--- src/rtl/dff_pipe.sv ---
// Elastic register pipeline: DEPTH valid/ready stages with bubble collapse,
// synchronous flush and an occupancy count.
module dff_pipe #(
    parameter int               WIDTH    = 8,
    parameter int               DEPTH    = 4,
    parameter bit               DATA_RST = 1'b1,
    parameter logic [WIDTH-1:0] RST_VAL  = '0
) (
    input  logic                       clk,
    input  logic                       reset,
    input  logic                       flush_i,
    input  logic                       in_valid_i,
    input  logic [WIDTH-1:0]           d_i,
    output logic                       in_ready_o,
    output logic                       out_valid_o,
    output logic [WIDTH-1:0]           q_o,
    input  logic                       out_ready_i,
    output logic [$clog2(DEPTH+1)-1:0] count_o
);

    localparam int CW = $clog2(DEPTH + 1);

    logic [DEPTH-1:0]            valid_reg;
    logic [DEPTH-1:0][WIDTH-1:0] data_reg;
    logic [DEPTH-1:0][WIDTH-1:0] stage_in;
    logic [DEPTH:0]              rdy;
    logic [DEPTH-1:0]            load;
    logic [DEPTH-1:0]            leave;
    logic                        move_en;

    assign move_en    = !reset && !flush_i;
    assign rdy[DEPTH] = out_ready_i;
    assign in_ready_o = rdy[0] && move_en;

    genvar gi;
    generate
        for (gi = 0; gi < DEPTH; gi++) begin : g_stage
            // A stage can take a beat if it or any stage downstream has a
            // hole, or the consumer is draining the tail this cycle.
            assign rdy[gi]   = !(&valid_reg[DEPTH-1:gi]) || out_ready_i;
            assign leave[gi] = valid_reg[gi] && rdy[gi+1];
            if (gi == 0) begin : g_head
                assign load[gi]     = in_valid_i && in_ready_o;
                assign stage_in[gi] = d_i;
            end else begin : g_body
                assign load[gi]     = valid_reg[gi-1] && rdy[gi] && move_en;
                assign stage_in[gi] = data_reg[gi-1];
            end
        end
    endgenerate

    always_ff @(posedge clk) begin
        for (int k = 0; k < DEPTH; k++) begin
            if (reset || flush_i) begin
                valid_reg[k] <= 1'b0;
            end else if (load[k]) begin
                valid_reg[k] <= 1'b1;
            end else if (leave[k]) begin
                valid_reg[k] <= 1'b0;
            end
        end
    end

    // Data only moves on a load; flush leaves contents in place.
    always_ff @(posedge clk) begin
        for (int k = 0; k < DEPTH; k++) begin
            if (reset && DATA_RST) begin
                data_reg[k] <= RST_VAL;
            end else if (load[k]) begin
                data_reg[k] <= stage_in[k];
            end
        end
    end

    always_comb begin
        count_o = '0;
        for (int k = 0; k < DEPTH; k++) begin
            count_o = count_o + CW'(valid_reg[k]);
        end
    end

    assign out_valid_o = valid_reg[DEPTH-1];
    assign q_o         = data_reg[DEPTH-1];

endmodule

--- config.mk ---
export PLATFORM = sky130hd
export DESIGN_NAME = dff_pipe
export DESIGN_NICKNAME = d
export VERILOG_FILES = /design/src/rtl/dff_pipe.sv
export SDC_FILE = /design/constraint.sdc
export NUM_CORES = 1
export LEC_CHECK = 0
export CORE_UTILIZATION = 47
export CTS_CLUSTER_DIAMETER = 50
export DETAILED_ROUTE_END_ITERATION = 6
export GPL_TIMING_DRIVEN = 1
export PLACE_DENSITY = 0.84
export RECOVER_POWER = 25
export SLEW_MARGIN = 10
export SYNTH_ARGS = -nofsm -noshare
export SYNTH_HDL_FRONTEND = slang
export SYNTH_SLANG_ARGS = --single-unit
--- constraint.sdc ---
create_clock -name clk -period 1.8 [get_ports clk]
set_input_delay 0.36 -clock clk [delete_from_list [all_inputs] [get_ports clk]]
set_output_delay 0.36 -clock clk [all_outputs]
set_load 0.01 [all_outputs]
* Word-level counts from Yosys, hierarchy flattened
Index checks and enable logic that the tools add are counted.
** Word-level totals
- Bits in registers :: 36
- Bits of input ports :: 13
- Output and inout bits :: 13
- Logic and storage cells :: 47
** Operators by class
- $add $sub $neg :: 3
- Muxes and demuxes :: 8
- Reductions and logical operators :: 28
** Operators with widths (count)
- logical AND 1 bit :: 10
- 2-to-1 mux 1 bit :: 8
- nonzero test 2 bit :: 4
- zero test 1 bit :: 6
- logical OR 1 bit :: 5
- AND reduction 4 bit :: 1
- adder 2 x 1 -> 3 bit :: 1
- adder 3 x 1 -> 3 bit :: 1
- AND reduction 3 bit :: 1
- adder 1 x 1 -> 2 bit :: 1
- AND reduction 2 bit :: 1

* Depth between registers and ports, before layout
- Word-level depth :: 6
- Depth in mapped cells :: 5
- Depth with buffers taken out :: 5

* Worst setup path after synthesis
Ideal clock, no wire load.
- Path kind :: register to output
- Start point :: register valid_reg[3]
- End point :: output count_o[1]
- Arrival time :: 1534 ps
- Data required time :: 1440 ps
- Path slack :: -94 ps
- Cell stages (with the launch flop) :: 6
- Path buffers :: 0
- Cell sequence :: dfxtp_1 > inv_1 > fa_1 > inv_1 > ha_1 > ha_1
** Between the ends
- Cells in the longest elaborated chain, start to end :: 1
** RTL lines
- start: declaration :: RTL line 23 : logic [DEPTH-1:0] valid_reg;
- start signal: indexed assignment :: RTL line 55 : valid_reg[k] <= 1'b0;
- start signal: indexed assignment :: RTL line 57 : valid_reg[k] <= 1'b1;
- start signal: indexed assignment :: RTL line 59 : valid_reg[k] <= 1'b0;
- adder 3 x 1 -> 3 bit :: RTL line 78 : count_o = count_o + CW'(valid_reg[k]);
- end: declaration :: RTL line 18 : output logic [$clog2(DEPTH+1)-1:0] count_o
Every way passes these cells.

* Final worst setup path
- Start point :: register valid_reg[1]
- End point :: output count_o[1]
** Between the ends
- Cells in the longest elaborated chain, start to end :: 3
** RTL lines (RTL line)
- adder 1 x 1 -> 2 bit :: 78
- adder 2 x 1 -> 3 bit :: 78
- adder 3 x 1 -> 3 bit :: 78
Every way passes these cells.

==> results.md <==
- Synthesized area: about 1700 um^2
- Layout overhead on the synthesized area: 25.4%
- I/O pin count: 26
- Largest net degree at the start of global routing: 26
- RSZ-0062 raised after global routing: yes
- Sink Count: 36
- Crit Path Max Fanout: 2
- Slew @ Worst Pin: 0.344 ns
- Final setup margin: -0.391 ns
- Failing checks: negative setup slack
- Placed Instances: ~230
- Root Buffer: clkbuf_4
- Slowest stage delay, CP: about 0.55 ns
- Crit start category: flop
- Share of cells above drive strength 1: between 20 and 30%
- Setup violations, final: 5
- Number of global-route vias before repair: 1153
- Initial antenna violation count: 0
- Area of the multi-input gates: ~830 um^2
- First-pass GRT wire length: around 5.3 mm
- Full die area: 3760 um^2
- DRC: 0
- Static Leak: 0.853 nW
- Fillers: between 200 and 300
- Ys Warns: 0
- Fin util: between 60 and 70%
- P_sw: 0.000327 W
- Overall Global Routing Usage: between 20% and 30%
- Worst-path clk slew: approximately 0.11 ns
- Worst setup EP type: primary output
- Dpl ws: -0.477 ns
- Power, Total: ~0.0014 W
- Max reg flops: 24
- Post-Syn Instances: between 150 and 200
- Final period utilization: 122%
- WS Path Type: reg2out
- Pwr dens: 651 nW/um^2
- Flops & latches, synth: 36
- Worst path bufs/invs: 3
- Slew HR: a little under 80%
- Cts bufs inserted: 5
- # rows: 21
- Detailed placer's ending HPWL: about 2.3 mm
- Final hold violations: 0
- Worst EP arrival: 1.83 ns
- GRT Residual Overflow: 0
- Drt initial violations: 66
- Cts hold-fix bufs: 0
- Final min period: 2.19 ns
- Reg power frac: approximately three fifths
- Syn_area_per_cell: 10.4 um^2
- Non-Filler Instances: approximately 240
- Max cap viols: 0
- DR vias: roughly 1200
- Post-Route WL: 3.24 mm
- CP delay by family, top: adder cells
- Insertion delay to the later sink of the worst-skew pair: about 0.34 ns
- Initial core utilization: around half
- VDD IR-drop max: approximately 0.00047 V
- Clk_skew: 0.00524 ns
- Core Region: 3360 um^2
- CTS tree: yes
- Int Power: around 0.0010 W
- Die Y-Extent: just over 60 um
- Status: finished, violations left
- GP Congestion: 0.784
- Diode count: 0
- Post-Syn Nets: 176
- Hold Path Class: reg2reg
- CTS max path bufs: 2
- Sw frac: ~24%
- Register area share after synthesis: a little over two fifths
- Req. time, crit path: between 1 and 1.5 ns
- Gate power share: approximately 8.4%
- Reg area: between 700 and 800 um^2
- Die W: ~60 um
- CP Launch Point: valid_reg[1]$_SDFFE_PN0P_
- Critical path, cell by cell: inv_2, fa_1, inv_2, ha_4, ha_4, buf_6
- F_max: about 460 MHz
- Clock power share: between 30% and 40%
- Detailed Routing Iterations Pass 1: 4
- Input/output buffers: 25
- RR Startpoint: valid_reg[1]$_SDFFE_PN0P_
- Antenna viol nets, final: 0
- HP Start: data_reg[8]$_SDFFE_PP0P_
- Drt wl/cell: roughly 14 um
- Nets: between 200 and 250
- Max Slew Vio Count: 0
- Crit-path slowest cell: fa_1
- Synth cell types: 27
- Max H-tree Level: 2
- Vias/cell: roughly 4.9
worst reg2reg max path: stages (launching register included):
cell and delay (ns):
dfxtp_2 0.36, buf_4 0.13, ha_2 0.15, nand4b_1 0.13, buf_4 0.17, buf_4 0.12
buf_4 0.12, and3b_2 0.30, mux2i_1 0.20
power groups by stage:
| stage | clock network (W) | logic (W) | registers (W) |
|---|---|---|---|
| after floorplan | 0 | 0.0000554 | 0.000828 |
| after detailed placement | 0 | 0.000111 | 0.000829 |
| after global routing | 0.000474 | 0.000123 | 0.000812 |
| after CTS | 0.000442 | 0.000115 | 0.000811 |
| after global placement | 0 | 0.000105 | 0.000828 |
| final | 0.000426 | 0.000114 | 0.000811 |
repair_timing:
item	CTS	global route
pin swaps	3	0
resized for setup	27	0
buffers inserted	3	0
setup endpoints to repair	4	11
routing by layer:
metal  vias to the layer above  part of all wire (%)  GRT usage [%]
met1                       553                    44           23.7
met4                         0                   1.1           7.79
met3                         5                   3.1           5.04
met5                         -                     0              0
met2                        20                    52           35.1
li1                        585                     -              -
path summary, 6_finish.rpt:
kind / end / slack (ns) / cells past startpoint
max reg2reg: data_reg[0]$_SDFFE_PP0P_ / 0.05 / 8
min reg2reg: data_reg[8]$_SDFFE_PP0P_ / 0.49 / 2
max: count_o[1] / -0.39 / 6
min: data_reg[8]$_SDFFE_PP0P_ / 0.49 / 2
synth_stat cells, drive strengths merged:
| cell | instances | area, um^2 |
|---|---|---|
| o21a | 2 | 15.0 |
| nor3b | 1 | 18.8 |
| a21boi | 1 | 7.51 |
| and2 | 1 | 6.26 |
| fa | 1 | 20.0 |
| buf | 12 | 88.8 |
| ha | 3 | 37.5 |
| nand4b | 1 | 8.76 |
| a31o | 8 | 70.1 |
| or3 | 1 | 6.26 |
| mux2i | 16 | 160 |
| mux2 | 8 | 90.1 |
| a21oi | 8 | 40.0 |
| dfxtp | 36 | 721 |
| nand3b | 1 | 11.3 |
| nor2b | 8 | 50.1 |
| clkbuf | 5 | 18.8 |
| nor3 | 2 | 10.0 |
| nand2b | 33 | 206 |
| and3b | 2 | 18.8 |
| nor2 | 1 | 3.75 |
| inv | 6 | 22.5 |
| and4b | 1 | 13.8 |
| a22oi | 1 | 7.51 |
cell families (layout without fill, tap and decap cells):
| logic type | count (synthesis) | in the layout | share of synthesized area (%) |
|---|---|---|---|
| adders and majority gates | 4 | 4 | 3.48 |
| DFF | 36 | 36 | 43.6 |
| and+or+nand+nor | 52 | 52 | 21.4 |
| buffers and inverters | 23 | 55 | 7.87 |
| AOI/OAI and AO/OA | 20 | 20 | 8.48 |
| muxes | 24 | 24 | 15.1 |
final cells by class:
cell class	count	share of cell area (%)
repair buffers	41	18.3
well taps	46	2.78
flip-flops and latches	36	35.1
multi-input cells	100	40.1
clock buffers	5	1.81
clock inverters	3	0.905
inverters	6	1.09
cells in the final DEF, fill, tap and decap left out, drive strengths merged:
cell type / netlist / routed
a21boi: 1 / 1
mux2: 8 / 8
dlygate4sd3: 0 / 1
and2: 1 / 1
and4b: 1 / 1
nor2b: 8 / 8
o21a: 2 / 2
clkinv: 0 / 3
or3: 1 / 1
fa: 1 / 1
mux2i: 16 / 16
dfxtp: 36 / 36
and3b: 2 / 2
a22oi: 1 / 1
nor2: 1 / 1
a21oi: 8 / 8
nand4b: 1 / 1
clkdlybuf4s50: 0 / 20
nand3b: 1 / 1
nor3b: 1 / 1
ha: 3 / 3
buf: 12 / 18
nor3: 2 / 2
nand2b: 33 / 33
a31o: 8 / 8
clkbuf: 5 / 7
inv: 6 / 6
stage by stage:
| step | hold WS, ns | instance area (um^2) | TNS, ns |
|---|---|---|---|
| final | 0.488 | 2070 | -0.979 |
| after global routing | 0.514 | 2070 | -1.55 |
| after CTS | 0.490 | 2090 | -0.996 |
| after detailed placement | 0.466 | 2000 | -3.77 |
| after global placement | 0.468 | 2000 | -2.51 |
| after floorplan | 0.439 | 1670 | 0 |
Note: power is estimated with default switching activity, not from simulation.
